$ cat config.mk
export PLATFORM = sky130hd
export DESIGN_NAME = paddle_ctrl_multi
export DESIGN_NICKNAME = d
export VERILOG_FILES = /design/src/rtl/paddle_pkg.sv /design/src/rtl/paddle_channel.sv /design/src/rtl/paddle_ctrl_multi.sv
export SDC_FILE = /design/constraint.sdc
export NUM_CORES = 1
export LEC_CHECK = 0
export ABC_AREA = 0
export CAP_MARGIN = 15
export CORE_MARGIN = 2
export CORE_UTILIZATION = 30
export CTS_BUF_LIST = sky130_fd_sc_hd__clkbuf_4 sky130_fd_sc_hd__clkbuf_8
export DETAILED_ROUTE_END_ITERATION = 10
export PLACE_DENSITY = 0.48
export REMOVE_ABC_BUFFERS = 1
export SYNTH_ARGS = -nofsm -noshare
export SYNTH_HDL_FRONTEND = slang
export SYNTH_SLANG_ARGS = --single-unit
$ cat constraint.sdc
create_clock -name clk -period 9.2 [get_ports clk]
set_input_delay 0.92 -clock clk [delete_from_list [all_inputs] [get_ports clk]]
set_output_delay 0.92 -clock clk [all_outputs]
set_load 0.1 [all_outputs]
$ cat src/rtl/paddle_pkg.sv
// Shared definitions for the paddle controller.
// Holds the per-channel FSM state encoding and the default
// playfield geometry used as parameter defaults.
package paddle_pkg;

    localparam int unsigned Y_W       = 11;
    localparam int unsigned SCREEN_H  = 480;
    localparam int unsigned BAT_SMALL = 48;
    localparam int unsigned BAT_LARGE = 96;

    typedef enum logic [1:0] {
        ST_IDLE      = 2'd0,
        ST_MOVE_UP   = 2'd1,
        ST_MOVE_DOWN = 2'd2
    } paddle_state_e;

endpackage

$ cat src/rtl/paddle_channel.sv
// One paddle channel: direction decode (buttons or AI), motion FSM,
// hold-to-accelerate speed/run counters and playfield clamp.
// Ports:
//   clk, rst      clock, synchronous active-high reset
//   tick          update strobe; all inputs are only looked at when high
//   up, down      button inputs (ignored when ai_en=1)
//   ai_en         1 = track ball_y instead of buttons
//   ball_y        ball top Y
//   bat_h         current paddle height
//   p_y           registered paddle top Y
//   moving        registered: position changed on the last tick
module paddle_channel
    import paddle_pkg::*;
#(
    parameter int unsigned Y_W         = paddle_pkg::Y_W,
    parameter int unsigned SCREEN_H    = paddle_pkg::SCREEN_H,
    parameter int unsigned STEP_MIN    = 1,
    parameter int unsigned STEP_MAX    = 8,
    parameter int unsigned ACCEL_TICKS = 8,
    parameter int unsigned AI_DEAD     = 4,
    parameter int unsigned Y_RESET     = 216
) (
    input  logic           clk,
    input  logic           rst,
    input  logic           tick,
    input  logic           up,
    input  logic           down,
    input  logic           ai_en,
    input  logic [Y_W-1:0] ball_y,
    input  logic [Y_W-1:0] bat_h,
    output logic [Y_W-1:0] p_y,
    output logic           moving
);

    localparam int unsigned SW    = Y_W + 1;
    localparam int unsigned SPD_W = $clog2(STEP_MAX + 1);
    localparam int unsigned RUN_W = (ACCEL_TICKS > 1) ? $clog2(ACCEL_TICKS) : 1;

    paddle_state_e     state, state_next;
    logic [SPD_W-1:0]  speed, speed_next;
    logic [RUN_W-1:0]  run, run_next;
    logic [Y_W-1:0]    py_next;
    logic              moving_next;
    logic [SW-1:0]     centre;
    logic [SW-1:0]     ball_ext;
    logic signed [SW-1:0] pos;
    logic signed [SW-1:0] limit;

    // State and datapath registers
    always_ff @(posedge clk) begin
        if (rst) begin
            state  <= ST_IDLE;
            speed  <= SPD_W'(STEP_MIN);
            run    <= '0;
            p_y    <= Y_W'(Y_RESET);
            moving <= 1'b0;
        end else begin
            state  <= state_next;
            speed  <= speed_next;
            run    <= run_next;
            p_y    <= py_next;
            moving <= moving_next;
        end
    end

    // Direction decode: the FSM simply follows the sampled direction
    always_comb begin
        state_next = state;
        centre     = {1'b0, p_y} + {1'b0, (bat_h >> 1)};
        ball_ext   = {1'b0, ball_y};
        if (tick) begin
            state_next = ST_IDLE;
            if (ai_en) begin
                if ((ball_ext + SW'(AI_DEAD)) < centre) begin
                    state_next = ST_MOVE_UP;
                end else if (ball_ext > (centre + SW'(AI_DEAD))) begin
                    state_next = ST_MOVE_DOWN;
                end
            end else if (up && !down) begin
                state_next = ST_MOVE_UP;
            end else if (down && !up) begin
                state_next = ST_MOVE_DOWN;
            end
        end
    end

    // Speed/run update, signed position step and clamp
    always_comb begin
        speed_next  = speed;
        run_next    = run;
        py_next     = p_y;
        moving_next = moving;
        pos         = signed'({1'b0, p_y});
        limit       = signed'(SW'(SCREEN_H) - {1'b0, bat_h});
        if (tick) begin
            if (state_next == ST_IDLE || state_next != state) begin
                speed_next = SPD_W'(STEP_MIN);
                run_next   = '0;
            end else if (run == RUN_W'(ACCEL_TICKS - 1)) begin
                run_next = '0;
                if (speed != SPD_W'(STEP_MAX)) begin
                    speed_next = speed + SPD_W'(1);
                end
            end else begin
                run_next = run + RUN_W'(1);
            end

            // New speed applies to the step taken on this same tick
            case (state_next)
                ST_MOVE_UP:   pos = pos - signed'(SW'(speed_next));
                ST_MOVE_DOWN: pos = pos + signed'(SW'(speed_next));
                default:      pos = pos;
            endcase

            // Clamp every tick so a bat size change pulls the paddle back in
            if (pos[SW-1]) begin
                pos = '0;
            end else if (pos > limit) begin
                pos = limit;
            end

            py_next     = pos[Y_W-1:0];
            moving_next = (py_next != p_y);
        end
    end

endmodule

$ cat src/rtl/paddle_ctrl_multi.sv
// N-paddle position controller. Generates the update tick, selects
// the shared bat height and packs the per-channel paddle positions.
// Ports:
//   clk, rst   clock, synchronous active-high reset
//   up, down   per-channel debounced buttons
//   ai_en      per-channel AI select
//   bat_size   0 = BAT_SMALL, 1 = BAT_LARGE
//   ball_y     ball top Y for AI channels
//   p_y        packed paddle top Y, channel i at [i*Y_W +: Y_W]
//   moving     per-channel moved-on-last-tick flag
//   tick       single-cycle update strobe
module paddle_ctrl_multi
    import paddle_pkg::*;
#(
    parameter int unsigned N_PADDLES   = 2,
    parameter int unsigned Y_W         = paddle_pkg::Y_W,
    parameter int unsigned SCREEN_H    = paddle_pkg::SCREEN_H,
    parameter int unsigned BAT_SMALL   = paddle_pkg::BAT_SMALL,
    parameter int unsigned BAT_LARGE   = paddle_pkg::BAT_LARGE,
    parameter int unsigned STEP_MIN    = 1,
    parameter int unsigned STEP_MAX    = 8,
    parameter int unsigned ACCEL_TICKS = 8,
    parameter int unsigned TICK_DIV    = 416667,
    parameter int unsigned AI_DEAD     = 4
) (
    input  logic                     clk,
    input  logic                     rst,
    input  logic [N_PADDLES-1:0]     up,
    input  logic [N_PADDLES-1:0]     down,
    input  logic [N_PADDLES-1:0]     ai_en,
    input  logic                     bat_size,
    input  logic [Y_W-1:0]           ball_y,
    output logic [N_PADDLES*Y_W-1:0] p_y,
    output logic [N_PADDLES-1:0]     moving,
    output logic                     tick
);

    localparam int unsigned CNT_W   = (TICK_DIV > 1) ? $clog2(TICK_DIV) : 1;
    localparam int unsigned Y_RESET = (SCREEN_H - BAT_SMALL) / 2;

    logic [CNT_W-1:0] tick_cnt;
    logic [Y_W-1:0]   bat_h;

    // Tick divider; tick is registered one count early so it is high
    // exactly while the counter sits at TICK_DIV-1
    always_ff @(posedge clk) begin
        if (rst) begin
            tick_cnt <= '0;
            tick     <= 1'b0;
        end else begin
            if (tick_cnt == CNT_W'(TICK_DIV - 1)) begin
                tick_cnt <= '0;
            end else begin
                tick_cnt <= tick_cnt + CNT_W'(1);
            end
            tick <= (tick_cnt == CNT_W'(TICK_DIV - 2));
        end
    end

    assign bat_h = bat_size ? Y_W'(BAT_LARGE) : Y_W'(BAT_SMALL);

    for (genvar i = 0; i < N_PADDLES; i++) begin : g_ch
        paddle_channel #(
            .Y_W         (Y_W),
            .SCREEN_H    (SCREEN_H),
            .STEP_MIN    (STEP_MIN),
            .STEP_MAX    (STEP_MAX),
            .ACCEL_TICKS (ACCEL_TICKS),
            .AI_DEAD     (AI_DEAD),
            .Y_RESET     (Y_RESET)
        ) u_ch (
            .clk    (clk),
            .rst    (rst),
            .tick   (tick),
            .up     (up[i]),
            .down   (down[i]),
            .ai_en  (ai_en[i]),
            .ball_y (ball_y),
            .bat_h  (bat_h),
            .p_y    (p_y[i*Y_W +: Y_W]),
            .moving (moving[i])
        );
    end

endmodule

* Word-level counts from Yosys, hierarchy flattened
Index checks and enable logic that the tools add are counted. W data, S select, Z words.
Storage, ports and cells: flip-flop bits (word level) 62, latch bits 0, memory bits (writable) 0, ROM bits 0, input port bits 20, output and inout bits 25, logic and storage cells 95, memories 0
Operators by class: add/sub/neg operators 15, $mul 0, divide/modulo/power cells 0, order comparisons 6, equality and inequality tests 14, shift-type cells 0, mux-type cells 35, bitwise gates (word level) 0, reduce and logical (&&, ||, !) cells 13
Operators by type and width (number):
- $mux W11 | 6
- $pmux W12 S2 | 2
- $eq A19 B19 Y1 const B | 2
- $mux W4 | 8
- $add A11 B4 Y12 | 2
- $add A11 B6 Y12 | 2
- $add A12 B3 Y12 const B | 2
- $gt A11 B12 Y1 | 2
- $gt A12 B10 Y1 | 2
- $lt A12 B12 Y1 | 2
- $mux W12 | 2
- $mux W2 | 12
- $sub A11 B4 Y12 | 2
- $ne A11 B11 Y1 | 2
- $add A19 B1 Y19 const B | 1
- $add A11 B3 Y12 const B | 1
- $mux W3 | 4
- $sub A9 B7 Y10 const A | 1
- $add A4 B1 Y4 const B | 2
- $ne A4 B4 Y1 const B | 2
- $mux W7 | 1
- $add A3 B1 Y3 const B | 2
- $eq A3 B3 Y1 const B | 2
- $eq A2 B1 Y1 const B | 2
- 7 further kinds | 17

* Longest topological paths before layout
Gate-level depths: netlist (run 1).
depth in word-level cells 20, depth in mapped cells 46

* Cells and area by module
Synthesis (run 1) repeated with hierarchy kept, for this count alone.
Second synthesis, totals: cells, all modules 1117, area, all modules 8615.8 sq um
Modules (own cells, without submodules):
- paddle_channel at g_ch[0].u_ch | instances 1, cells an instance 522, area each 3932.5 sq um, seq. area each 420.4 sq um
- paddle_channel at g_ch[1].u_ch | instances 1, cells an instance 489, area each 3717.3 sq um, seq. area each 420.4 sq um
- paddle_ctrl_multi | instances 1, cells an instance 106, area each 965.9 sq um, seq. area each 400.4 sq um

* Worst setup path before layout (run 1)
Ideal clock, no wire load.
path type flip-flop to flip-flop, from reg g_ch[1].u_ch.p_y[3], to reg g_ch[1].u_ch.moving, arrival 8.486 ns, setup slack 0.582 ns, cell stages (with the launch flop) 37, buffers on the path 0, clock period less this slack 8.618 ns, cells stage by stage dfxtp_1 > ha_1 > inv_1 > ha_1 > or3_4 > or4_4 > o21ai_0 > o21ai_0 > ha_1 > a2111oi_0 > nand2_1 > o32a_1 > and3_4 > o21ai_4 > a21boi_0 > ha_1 > a211oi_4 > and2_2 > ha_1 > nor2b_1 > a31o_2 > ha_1 > a211oi_1 > nor2_1 > o21a_1 > nor2_1 > xor2_1 > o21ai_0 > ha_1 > o2111ai_1 > o22ai_1 > a22oi_1 > a211oi_1 > o21ai_0 > a222oi_1 > nor2b_1 > a311oi_1
On the way: cells in the longest elaborated chain, start to end 19, elaborated cells between the ends (all ways) 24
Ends and longest elaborated chain:
- from (decl) | RTL line paddle_channel.sv:31 | output logic [Y_W-1:0] p_y,
- from (signal assigned) | RTL line paddle_channel.sv:55 | p_y <= Y_W'(Y_RESET);
- from (signal assigned) | RTL line paddle_channel.sv:61 | p_y <= py_next;
- $add A11 B6 Y12 | RTL line paddle_channel.sv:69 | centre = {1'b0, p_y} + {1'b0, (bat_h >> 1)};
- $add A12 B3 Y12 | RTL line paddle_channel.sv:76 | end else if (ball_ext > (centre + SW'(AI_DEAD))) begin
- $gt A11 B12 Y1 | RTL line paddle_channel.sv:76
- $mux W2 | RTL line paddle_channel.sv:76
- $mux W2 | RTL line paddle_channel.sv:74 | if ((ball_ext + SW'(AI_DEAD)) < centre) begin
- $mux W2 | RTL line paddle_channel.sv:73 | if (ai_en) begin
- $mux W2 | RTL line paddle_channel.sv:71 | if (tick) begin
- $ne A2 B2 Y1 or $logic_not A2 Y1 (tied branches) | RTL line paddle_channel.sv:96 | if (state_next == ST_IDLE || state_next != state) begin
- (+3 left out)
- $add A11 B4 Y12 or $sub A11 B4 Y12 (tied branches) | RTL line paddle_channel.sv:111, paddle_channel.sv:110
- $pmux W12 S2 | RTL line paddle_channel.sv:109 | case (state_next)
- $mux W12 | RTL line paddle_channel.sv:95 | if (tick) begin
- $gt A12 B10 Y1 | RTL line paddle_channel.sv:118 | end else if (pos > limit) begin
- $mux W11 | RTL line paddle_channel.sv:118
- $mux W11 | RTL line paddle_channel.sv:116 | if (pos[SW-1]) begin
- $mux W11 | RTL line paddle_channel.sv:95
- $ne A11 B11 Y1 * | RTL line paddle_channel.sv:123 | moving_next = (py_next != p_y);
- to (signal assigned) | RTL line paddle_channel.sv:62 | moving <= moving_next;
- to (decl) | RTL line paddle_channel.sv:32 | output logic moving
Every way passes the cells marked *; elsewhere a longest branch is shown, timed or not. The select of a mux whose other input is x is not followed. A chain may end at the register's enable or synchronous reset.

* Worst setup path in the final report (run 1)
from in bat_size, to reg g_ch[1].u_ch.moving
On the way: cells in the longest elaborated chain, start to end 20, elaborated cells between the ends (all ways) 26
Ends and longest elaborated chain:
- from (decl) | RTL line paddle_ctrl_multi.sv:31 | input logic bat_size,
- $mux W7 * | RTL line paddle_ctrl_multi.sv:60 | assign bat_h = bat_size ? Y_W'(BAT_LARGE) : Y_W'(BAT_SMALL);
- $add A11 B6 Y12 | RTL line paddle_channel.sv:69
- $add A12 B3 Y12 | RTL line paddle_channel.sv:76
- $gt A11 B12 Y1 | RTL line paddle_channel.sv:76
- $mux W2 | RTL line paddle_channel.sv:76
- $mux W2 | RTL line paddle_channel.sv:74
- $mux W2 | RTL line paddle_channel.sv:73
- $mux W2 | RTL line paddle_channel.sv:71
- (+4 left out)
- $add A11 B4 Y12 or $sub A11 B4 Y12 (tied branches) | RTL line paddle_channel.sv:111, paddle_channel.sv:110
- $pmux W12 S2 | RTL line paddle_channel.sv:109
- $mux W12 | RTL line paddle_channel.sv:95
- $gt A12 B10 Y1 | RTL line paddle_channel.sv:118
- $mux W11 | RTL line paddle_channel.sv:118
- $mux W11 * | RTL line paddle_channel.sv:116
- $mux W11 * | RTL line paddle_channel.sv:95
- $ne A11 B11 Y1 * | RTL line paddle_channel.sv:123
Marked as above.

==> metrics.yaml, run 1 <==
outcome:
  outcome: "finished, final reports clean"
sta:
  period_share_pct: 91.3
  fin_worst_hold_slack_ns: 0.465
  fin_skew_ns: 0.0118
  rsz0062_at_grt: "no"
  layout_min_cycle_time_ns: 8.40
  fin_setup_tns_ns: 0
  hold_violations: 0
  fmax_mhz: 119
  worstMarginPinSlew_ns: 1.08
  setup_viol_count_final: 0
  drv_slew: 0
  fin_ws_ns: 0.804
  slew_headroom_pct: 27.4
setup_path:
  max_stage_delay_ns: 0.55
  critPathTopFamily: "compound AO/OA/AOI/OAI gates"
  path_depth: 40
  worstPathRequired_ns: 9.42
  crit_top_cell: "ha_1"
  crit_arrival_ns: 8.62
  crit_buf_inv: 6
  rr_worst_depth: 38
  crit_path_start_kind: "input port"
  cp-end-kind: "flop"
  cp_max_fo: 8
  critPathKind: "in2reg"
  crit_path_top_delay_cell: "or4_4"
route:
  finalWirelength_mm: 19.4
  num_vias: 6497
  drc: 0
  post_drt_wl_per_cell_um: 15.5
  drt-pass1-iter-count: 9
  drt_iter0_drc: 358
  avgViaCountPerCell: 5.17
  ant_nets: 0
logic_synthesis:
  synthTopCellsByCount: "96 x ha_1, 94 x nand2_1, 92 x nor2_1"
  syn_avg_cell_area_sq_um: 7.55
  async_reset_ff_share_pct: 0
  synth.area.top_cells: "dfxtp_1 19%, ha_1 18%, nand2_1 5.3%"
  syn_area_sq_um: 6690
  synth.ff_latch_count: 62
  ys_warn_count: 0
  yosysMostFrequentCell: "ha_1"
  yosys.area.top_type: "dfxtp_1"
  synthCells: 887
  synth_top_area_share_pct: 18.5
  yosysSeqAreaShare_pct: 18.5
  synth_cell_types: 69
  ys.flop_type: "dfxtp_1"
  synth_edf_count: 0
power:
  netSwitchingPower_uw: 167
  total_power_uw: 603
  leakagePower_nw: 3.25
  p_int_uw: 436
  combPwrFrac_pct: 13.7
  powerDensity_nw_per_um2: 74.7
  pwr-share-seq_pct: 44.9
  vdd_drop_max_uv: 56.5
  clockPowerShare_pct: 41.4
  swShare_pct: 27.8
global_route:
  antenna_found_initial: 0
  grt_max_degree: 33
  grt_pass1_wl_mm: 31.8
  grt_use_total_pct: 16.4
  grt-ovfl-total: 0
  grt_pass1_vias: 6063
finish:
  drive_above_1_share_pct: 11.8
  area_growth_pct: 20.6
  diodes: 0
  instances_no_fill: 1257
  fin_util_pct: 36.9
  finish.instance_area_sq_um: 8070
  final_nets: 1090
worst_hold_path:
  worstHoldPathCells: 2
  hp-class: "reg2reg"
floorplanning:
  io_pins: 45
  dieArea_sq_um: 23500
  rows: 54
  die_w_um: 153
  initial_core_util_pct: 30.6
  die_height_um: 153
  coreArea_sq_um: 21900
clocking:
  h-tree-depth: 3
  clkTransAtPathRegs_ns: 0.08
  root_buffer: "clkbuf_8"
  clk_latency_ns: 0.35
  cts_tree: "yes"
  clkSinkCount: 62
  cts_buffer_depth: 2
  cts_made_buffers: 9
place:
  port-buffer-count: 44
  pre_cts_slack_ns: -0.0659
  placed_area_sq_um: 7800
  dpl.hpwl_mm: 15.4
  gp_congestion: 0.826
  dp.cells: 1239
flow_run:
  maxCapViolations: 0
-- worst paths after layout --
| check | slack [ns] | startpoint | to |
|---|---|---|---|
| worst min-delay path | 0.46 | g_ch[0].u_ch.run[2] | g_ch[0].u_ch.run[2] |
| worst max register to register | 1.05 | g_ch[1].u_ch.p_y[3] | g_ch[1].u_ch.moving |
| worst max-delay path | 0.80 | bat_size | g_ch[1].u_ch.moving |
| worst min register to register | 0.46 | g_ch[0].u_ch.run[2] | g_ch[0].u_ch.run[2] |
-- cells by family (layout without fill, tap and decap cells) --
| logic type | count (synthesis) | after routing | share of synthesized area (%) |
|---|---|---|---|
| compound gates | 236 | 236 | 24.0 |
| xor+xnor | 74 | 74 | 9.68 |
| fa+ha+maj | 98 | 98 | 18.5 |
| buf+inv | 83 | 173 | 5.05 |
| flops | 62 | 62 | 18.5 |
| mux | 7 | 7 | 1.07 |
| simple gates | 327 | 327 | 23.1 |
-- cell type report --
| type | instances | area (sq um) |
|---|---|---|
| clock buffer | 9 | 124 |
| clock inverter | 7 | 78.8 |
| timing repair buffer | 108 | 923 |
| inverter | 49 | 184 |
| tap | 280 | 350 |
| fill | 2348 | 13800 |
| multi-input combinational | 742 | 5170 |
| sequential | 62 | 1240 |
-- per-layer routing --
layer  GRT usage (%)  wire, um  up-vias  share of wire, %
li1                -         -     3369                 -
met1            23.3      9850     3000                51
met2            26.3      8680      113                45
met3            2.64       679       15               3.5
met4            3.23       216        0               1.1
met5               0         0        -                 0
-- power by group through the flow --
stage          logic (mW)  registers (mW)  clock network [mW]
3_5_place_dp       0.0813           0.277                   0
5_1_grt            0.0936           0.271               0.274
2_1_floorplan      0.0453           0.277                   0
3_3_place_gp       0.0818           0.277                   0
6_report           0.0827           0.271               0.250
4_1_cts            0.0820           0.271               0.262
-- cell usage in the layout, fill, tap and decap left out, types with 34 or more instances in the layout --
master,n
o21ai_0,54
nand3_1,34
nand2_1,94
inv_1,47
clkdlybuf4s50_1,43
buf_4,64
xor2_1,39
ha_1,96
dfxtp_1,62
nor2_1,91
a21oi_1,48
-- timing repair --
item / CTS / global route
hold buffers: 0 / 0
resized for setup: 0 / 15
setup buffers: 0 / 2
endpoints found under the setup margin: 0 / 14
-- worst min-delay path, stage by stage, from the launching register on --
cell and delay (ns):
dfxtp_1 0.32, nand2_1 0.05, a21oi_1 0.05
-- state kept, by name, indices dropped and copies added (netlist names) --
| register | cells |
|---|---|
| g_ch.u_ch.state | 4 |
| tick_cnt | 19 |
| tick | 1 |
| g_ch.u_ch.run | 6 |
| g_ch.u_ch.speed | 8 |
| g_ch.u_ch.moving | 2 |
| g_ch.u_ch.p_y | 22 |
Note: power is estimated with default switching activity, not from simulation.
==> run 2: changes to the inputs <==
Settings changed: CTS_CLUSTER_SIZE set to 12, PLACE_DENSITY 0.48 to 0.5.
==> run 2 against run 1 <==
Compared with the run above: non-clock buffer count down 2; routed wire length is 1.3% lower; sequential share of layout area down 0.064 points; global-route usage hardly changed; worst setup slack got worse by 0.069 ns; clock skew fell by 0.0013 ns; critical path depth stayed put; utilization up 0.15 points; final cell count down 0.16%; sequential power hardly changed; highest routed layer unchanged.
==> metrics.yaml, run 2 (synthesized netlist as in run 1, its figures left out) <==
sta:
  fin_setup_tns_ns: 0  # unchanged
  fin_skew_ns: 0.0105  # -0.00128 ns
  drv_slew: 0  # unchanged
  hold_violations: 0  # unchanged
  setup_viol_count_final: 0  # unchanged
  worstMarginPinSlew_ns: 1.07  # -0.0112 ns
  slew_headroom_pct: 28.2  # +0.75 points
  period_share_pct: 92.0  # +0.75 points
  layout_min_cycle_time_ns: 8.46  # +0.0685 ns
  rsz0062_at_grt: "no"
  fmax_mhz: 118  # -0.81%
  fin_ws_ns: 0.736  # -0.0685 ns
power:
  powerDensity_nw_per_um2: 75.0  # +0.35%
  total_power_uw: 608  # +0.77%
  clockPowerShare_pct: 41.9  # +0.5 points
  combPwrFrac_pct: 13.6  # about the same
  vdd_drop_max_uv: 55.3  # -2.2%
  leakagePower_nw: 3.23  # -0.48%
  swShare_pct: 28.2  # +0.46 points
  p_int_uw: 436  # +0.13%
  pwr-share-seq_pct: 44.5  # -0.4 points
  netSwitchingPower_uw: 172  # +2.4%
finish:
  regArea_sq_um: 1240  # unchanged
  reg.largest.list: "g_ch.u_ch.p_y: 22 flops, tick_cnt: 19 flops, g_ch.u_ch.speed: 8 flops"
  area_growth_pct: 21.1
  largest_reg_flops: 22  # unchanged
  top_register: "g_ch.u_ch.p_y"
  diodes: 0  # unchanged
  finish.instance_area_sq_um: 8110  # +0.42%
  fin_util_pct: 37.0  # +0.15 points
  drive_above_1_share_pct: 12.4  # +0.64 points
  final_cell_mix: "94 x nand2_1, 94 x ha_1, 91 x nor2_1"
  final_nets: 1088  # -0.18%
  multi_input_area_sq_um: 5210  # +0.82%
  nFillCells: 2309  # -1.7%
place:
  pre_cts_slack_ns: -0.0943  # -0.0284 ns
  dpl.hpwl_mm: 14.9  # -2.8%
  gp_congestion: 0.875  # +5.9%
  port-buffer-count: 44  # unchanged
  placed_area_sq_um: 7790  # about the same
clocking:
  cts_buffer_depth: 2  # unchanged
  cts_made_buffers: 9  # unchanged
  root_buffer: "clkbuf_8"
  cts_tree: "yes"
  h-tree-depth: 3  # unchanged
  clk_latency_ns: 0.36  # about the same
  clkTransAtPathRegs_ns: 0.08  # about the same
  clkSinkCount: 62  # unchanged
worst_hold_path:
  worstHoldPathCells: 2  # unchanged
  hp-class: "reg2reg"
route:
  drt-pass1-iter-count: 5  # -4
  drc: 0  # unchanged
  drt_iter0_drc: 277  # -23%
  avgViaCountPerCell: 5.19  # +0.41%
  post_drt_wl_per_cell_um: 15.3  # -1.1%
  ant_nets: 0  # unchanged
  num_vias: 6513  # +0.25%
  finalWirelength_mm: 19.2  # -1.3%
floorplanning:
  initial_core_util_pct: 30.6  # unchanged
  io_pins: 45  # unchanged
  rows: 54  # unchanged
  dieArea_sq_um: 23500  # unchanged
  die_w_um: 153  # unchanged
  die_height_um: 153  # unchanged
  coreArea_sq_um: 21900  # unchanged
setup_path:
  rr_worst_depth: 39  # +2.6%
  crit_top_cell: "ha_1"
  max_stage_delay_ns: 0.56  # about the same
  crit_arrival_ns: 8.70  # +0.08 ns
  crit_path_start_kind: "input port"
  crit_path_top_delay_cell: "or4_4"
  critPathKind: "in2reg"
  worstPathRequired_ns: 9.43  # about the same
  cp-end-kind: "flop"
  cp_max_fo: 8  # unchanged
flow_run:
  maxCapViolations: 0  # unchanged
global_route:
  grt-ovfl-total: 0  # unchanged
  antenna_found_initial: 0  # unchanged
  grt_use_total_pct: 16.4  # -0.030 points
  grt_max_degree: 34  # +3.0%
  grt_pass1_vias: 6184  # +2.0%
  grt_pass1_wl_mm: 31.8  # unchanged
outcome:
  outcome: "finished, final reports clean"
[run 2: cell types whose count changed in the layout (fill, tap and decap cells not counted), moves of 2 or more]
| cell | previous run | this run |
|---|---|---|
| buf_4 | 64 | 61 |
| ha_1 | 96 | 94 |
| ha_2 | 0 | 2 |
| nor3_1 | 20 | 18 |
| nor3_2 | 4 | 6 |
| o21ai_0 | 54 | 52 |
| o21ai_1 | 1 | 3 |
[run 2: through the flow]
| stage | instances | hold slack, ns |
|---|---|---|
| floorplan | 853 | 0.435 |
| CTS | 1254 | 0.470 |
| finish | 1255 | 0.469 |
| detailed placement | 1238 | 0.457 |
| global route | 1255 | 0.494 |
| global placement | 1238 | 0.446 |
[run 2: power groups by stage]
stage	Combinational (mW)	Clock, mW	Sequential (mW)
2_1_floorplan	0.0453	0	0.277
3_3_place_gp	0.0807	0	0.277
3_5_place_dp	0.0802	0	0.277
4_1_cts	0.0811	0.264	0.271
5_1_grt	0.0932	0.273	0.271
6_report	0.0827	0.254	0.271
[run 2: cell type report]
class	instances	share of cell area, %
multi-input combinational	742	64.3
clock inverter	7	1.00
clock buffer	9	1.53
timing repair buffer	106	11.3
sequential	62	15.3
inverter	49	2.27
tap	280	4.32
[run 2: per-layer routing]
| layer | GRT usage [%] | vias up | part of all wire (%) |
|---|---|---|---|
| li1 | - | 3373 | - |
| met1 | 23.0 | 3011 | 50 |
| met2 | 26.1 | 108 | 45 |
| met3 | 2.58 | 21 | 3.3 |
| met4 | 4.37 | 0 | 1.8 |
| met5 | 0 | - | 0 |
[run 2: what timing repair did]
item,in CTS,in global routing
resized for setup,0,27
endpoints found under the setup margin,0,14
hold buffers,0,0
setup buffers,0,1
[run 2: final timing paths]
check | endpoint | startpoint | slack [ns]
hold reg to reg | g_ch[0].u_ch.run[2] | g_ch[0].u_ch.run[2] | 0.47
setup / recovery | g_ch[1].u_ch.moving | bat_size | 0.74
hold / removal | g_ch[0].u_ch.run[2] | g_ch[0].u_ch.run[2] | 0.47
setup reg to reg | g_ch[1].u_ch.moving | g_ch[1].u_ch.p_y[3] | 1.09
[run 2: worst max-delay path: cells and delay by family]
kind / cells / cell delay [ns]
adder cells (fa/ha/maj): 6 / 1.76
AO/OA/AOI/OAI: 18 / 3.27
buffers and inverters: 6 / 0.77
XOR/XNOR: 1 / 0.16
AND/OR/NAND/NOR: 9 / 1.79
==> run 3: changes to the inputs <==
Settings changed: CAP_MARGIN 15 to 20, CTS_CLUSTER_SIZE 12 to 25.
==> results of run 3 <==
Final layout, timing and power as in run 2 (identical DEF).
==> RTL change: new RTL, settings of run 1 <==
`ACCEL_TICKS` is set to 8 in 2 places; all go to 32.
--- a/src/rtl/paddle_channel.sv
+++ b/src/rtl/paddle_channel.sv
@@ -16,7 +16,7 @@
     parameter int unsigned SCREEN_H    = paddle_pkg::SCREEN_H,
     parameter int unsigned STEP_MIN    = 1,
     parameter int unsigned STEP_MAX    = 8,
-    parameter int unsigned ACCEL_TICKS = 8,
+    parameter int unsigned ACCEL_TICKS = 32,
     parameter int unsigned AI_DEAD     = 4,
     parameter int unsigned Y_RESET     = 216
 ) (
--- a/src/rtl/paddle_ctrl_multi.sv
+++ b/src/rtl/paddle_ctrl_multi.sv
@@ -19,7 +19,7 @@
     parameter int unsigned BAT_LARGE   = paddle_pkg::BAT_LARGE,
     parameter int unsigned STEP_MIN    = 1,
     parameter int unsigned STEP_MAX    = 8,
-    parameter int unsigned ACCEL_TICKS = 8,
+    parameter int unsigned ACCEL_TICKS = 32,
     parameter int unsigned TICK_DIV    = 416667,
     parameter int unsigned AI_DEAD     = 4
 ) (
Formal check against the unedited RTL: same outputs for any inputs over 10 cycles, from zero or initial values and one cycle with rst high; that may be too few to reach the edited logic, so the function may still have changed.
==> RTL change against run 1 <==
Hold slack worse by 0.0016 ns; register-to-register slack improved by 0.08 ns; sequential share of layout area increased by 1.4 points; die area rose by 2.3%; sequential cell count increased by 4; setup slack worse by 0.10 ns; fmax fell by 1.2%; routed wire length increased by 0.87%; power fell by 1.3%; clock power fell by 12%; cell area decreased by 2.4%; core utilization is 1.9 points lower; area after synthesis is 2.4% higher.
==> RTL change: results (changes against run 1) <==
| Metric | Value |
|---|---|
| Post-synthesis compound-gate area fraction | 23.6% (-0.47 points) |
| Adder-cell area share of the yosys netlist | 18.1% (-0.43 points) |
| Half-perimeter wire length of the detailed placement result | 15,200 um (-1.1%) |
| Critical path's slowest cell | sky130_fd_sc_hd__clkdlybuf4s50_1 |
| Dpl cells | 1,208 (-2.5%) |
| Post-route setup slack | 0.700 ns (-0.104 ns) |
| Min Hold Slack | 0.463 ns (-0.00163 ns) |
| Commonest cells in the netlist | 96 x sky130_fd_sc_hd__ha_1, 83 x sky130_fd_sc_hd__nor2_1, 71 x sky130_fd_sc_hd__nand2_1, 66 x sky130_fd_sc_hd__dfxtp_1, 53 x sky130_fd_sc_hd__a21oi_1 |
| Result of the run | finished clean |
| Leading post-synthesis cells by cell area | sky130_fd_sc_hd__dfxtp_1 19%, sky130_fd_sc_hd__ha_1 18%, sky130_fd_sc_hd__xnor2_1 5.1% |
| Tot GR Track Use | 16.7% (+0.28 points) |
| Register-to-Register Path Depth | 39 (+2.6%) |
| Hold worst-path end | g_ch[0].u_ch.run[4]$_SDFFE_PP0P_ |
| Setup clock skew after layout | 0.0104 ns (-0.00135 ns) |
| Min-delay src | g_ch[0].u_ch.run[4]$_SDFFE_PP0P_ |
| Initial antenna violation count | 0 (unchanged) |
| Drt first-iter violations | 393 (+9.8%) |
| Share of cells above drive strength 1 | 6.39% (-5.4 points) |
| Lkg Pwr | 3.14 nW (-3.4%) |
| Register-to-Register Setup Slack | 1.13 ns (+0.08 ns) |
| Worst stage delay on the critical path | 0.47 ns (-0.08 ns) |
| Synth Instances | 886 (-0.11%) |
| Per-cell routed wire length | 16.0 um (+3.6%) |
| First-pass GRT wire length | 32,300 um (+1.5%) |
| Arrival time reported for the critical path endpoint | 8.78 ns (+0.16 ns) |
| Vias in the first global route | 6,072 (+0.15%) |
| Biggest registers after layout | g_ch.u_ch.p_y x22, tick_cnt x19, g_ch.u_ch.run x10 |
| Post-placement cell area | 7690 um2 (-1.4%) |
| Crit path max fanout | 5 (-3) |
| Net count, final | 1,052 (-3.5%) |
| Final weighted congestion of routability-driven global placement | 0.810 (-1.9%) |
| Setup WS pre-CTS | 0.0993 ns (+0.165 ns) |
| Via density per instance | 5.25 (+1.6%) |
| Sum of routed wire length over all layers | 19,600 um (+0.87%) |
| Post-Synth XOR/XNOR Area | 9.84% (+0.16 points) |
==> RTL change: cell types whose count changed after synthesis, sizes merged, moves of 5 or more <==
cell | run 1 | this run
and3 | 9 | 20
nor2 | 92 | 83
nor3b | 4 | 11
nand2 | 94 | 71
nor2b | 12 | 17
or2 | 11 | 3
a21oi | 48 | 54
xnor2 | 35 | 40
nand4 | 12 | 17
o211ai | 17 | 11
==> RTL change: final cells by class <==
class | instances | area (um2)
Multi-Input combinational cell | 741 | 5240
Clock buffer | 9 | 124
Tap cell | 285 | 357
Inverter | 52 | 195
Sequential cell | 66 | 1320
Timing Repair Buffer | 64 | 591
Clock inverter | 7 | 46.3
Fill cell | 2362 | 14600
==> RTL change: worst max-delay path by stage <==
| stage | start | endpoint | depth (start not counted) |
|---|---|---|---|
| after CTS | bat_size | g_ch[1].u_ch.p_y[0]$_SDFFE_PP0P_ | 40 |
| final | bat_size | g_ch[0].u_ch.moving$_SDFFE_PP0P_ | 37 |
| after floorplan | g_ch[1].u_ch.p_y[3]$_SDFFE_PP1P_ | g_ch[1].u_ch.moving$_SDFFE_PP0P_ | 39 |
| after detailed placement | bat_size | g_ch[1].u_ch.moving$_SDFFE_PP0P_ | 41 |
| after global routing | bat_size | g_ch[1].u_ch.moving$_SDFFE_PP0P_ | 41 |
| after global placement | bat_size | g_ch[0].u_ch.moving$_SDFFE_PP0P_ | 36 |
==> RTL change: layer usage <==
| layer | routed length (um) | vias up | global-route usage, % |
|---|---|---|---|
| met2 | 8660 | 112 | 26.8 |
| met3 | 720 | 10 | 2.45 |
| li1 | - | 3357 | - |
| met5 | 0 | - | 0 |
| met1 | 10100 | 2950 | 23.8 |
| met4 | 172 | 0 | 3.17 |
==> RTL change: cell families after synthesis <==
family	after synthesis
simple gates	316
compound gates	239
fa+ha+maj	98
buf+inv	79
xor+xnor	77
flops	66
mux	11
==> RTL change: timing repair <==
item / CTS / global route
resized for setup: 0 / 6
hold endpoints to repair: 0 / 0
hold buffers: 0 / 0
buffers inserted: 0 / 0
setup endpoints to repair: 0 / 8
==> RTL change: tightest hold or removal path, stage by stage (launching register included) <==
cell,delay (ns)
sky130_fd_sc_hd__dfxtp_1,0.33
sky130_fd_sc_hd__nand2_1,0.05
sky130_fd_sc_hd__o41ai_1,0.05
==> RTL change: power by group <==
| group | internal [W] | total [W] | switching, W |
|---|---|---|---|
| clock network | 0.0000964 | 0.000221 | 0.000124 |
| registers | 0.000287 | 0.000288 | 0.00000132 |
| logic | 0.0000373 | 0.0000870 | 0.0000496 |
| total | 0.000420 | 0.000595 | 0.000175 |
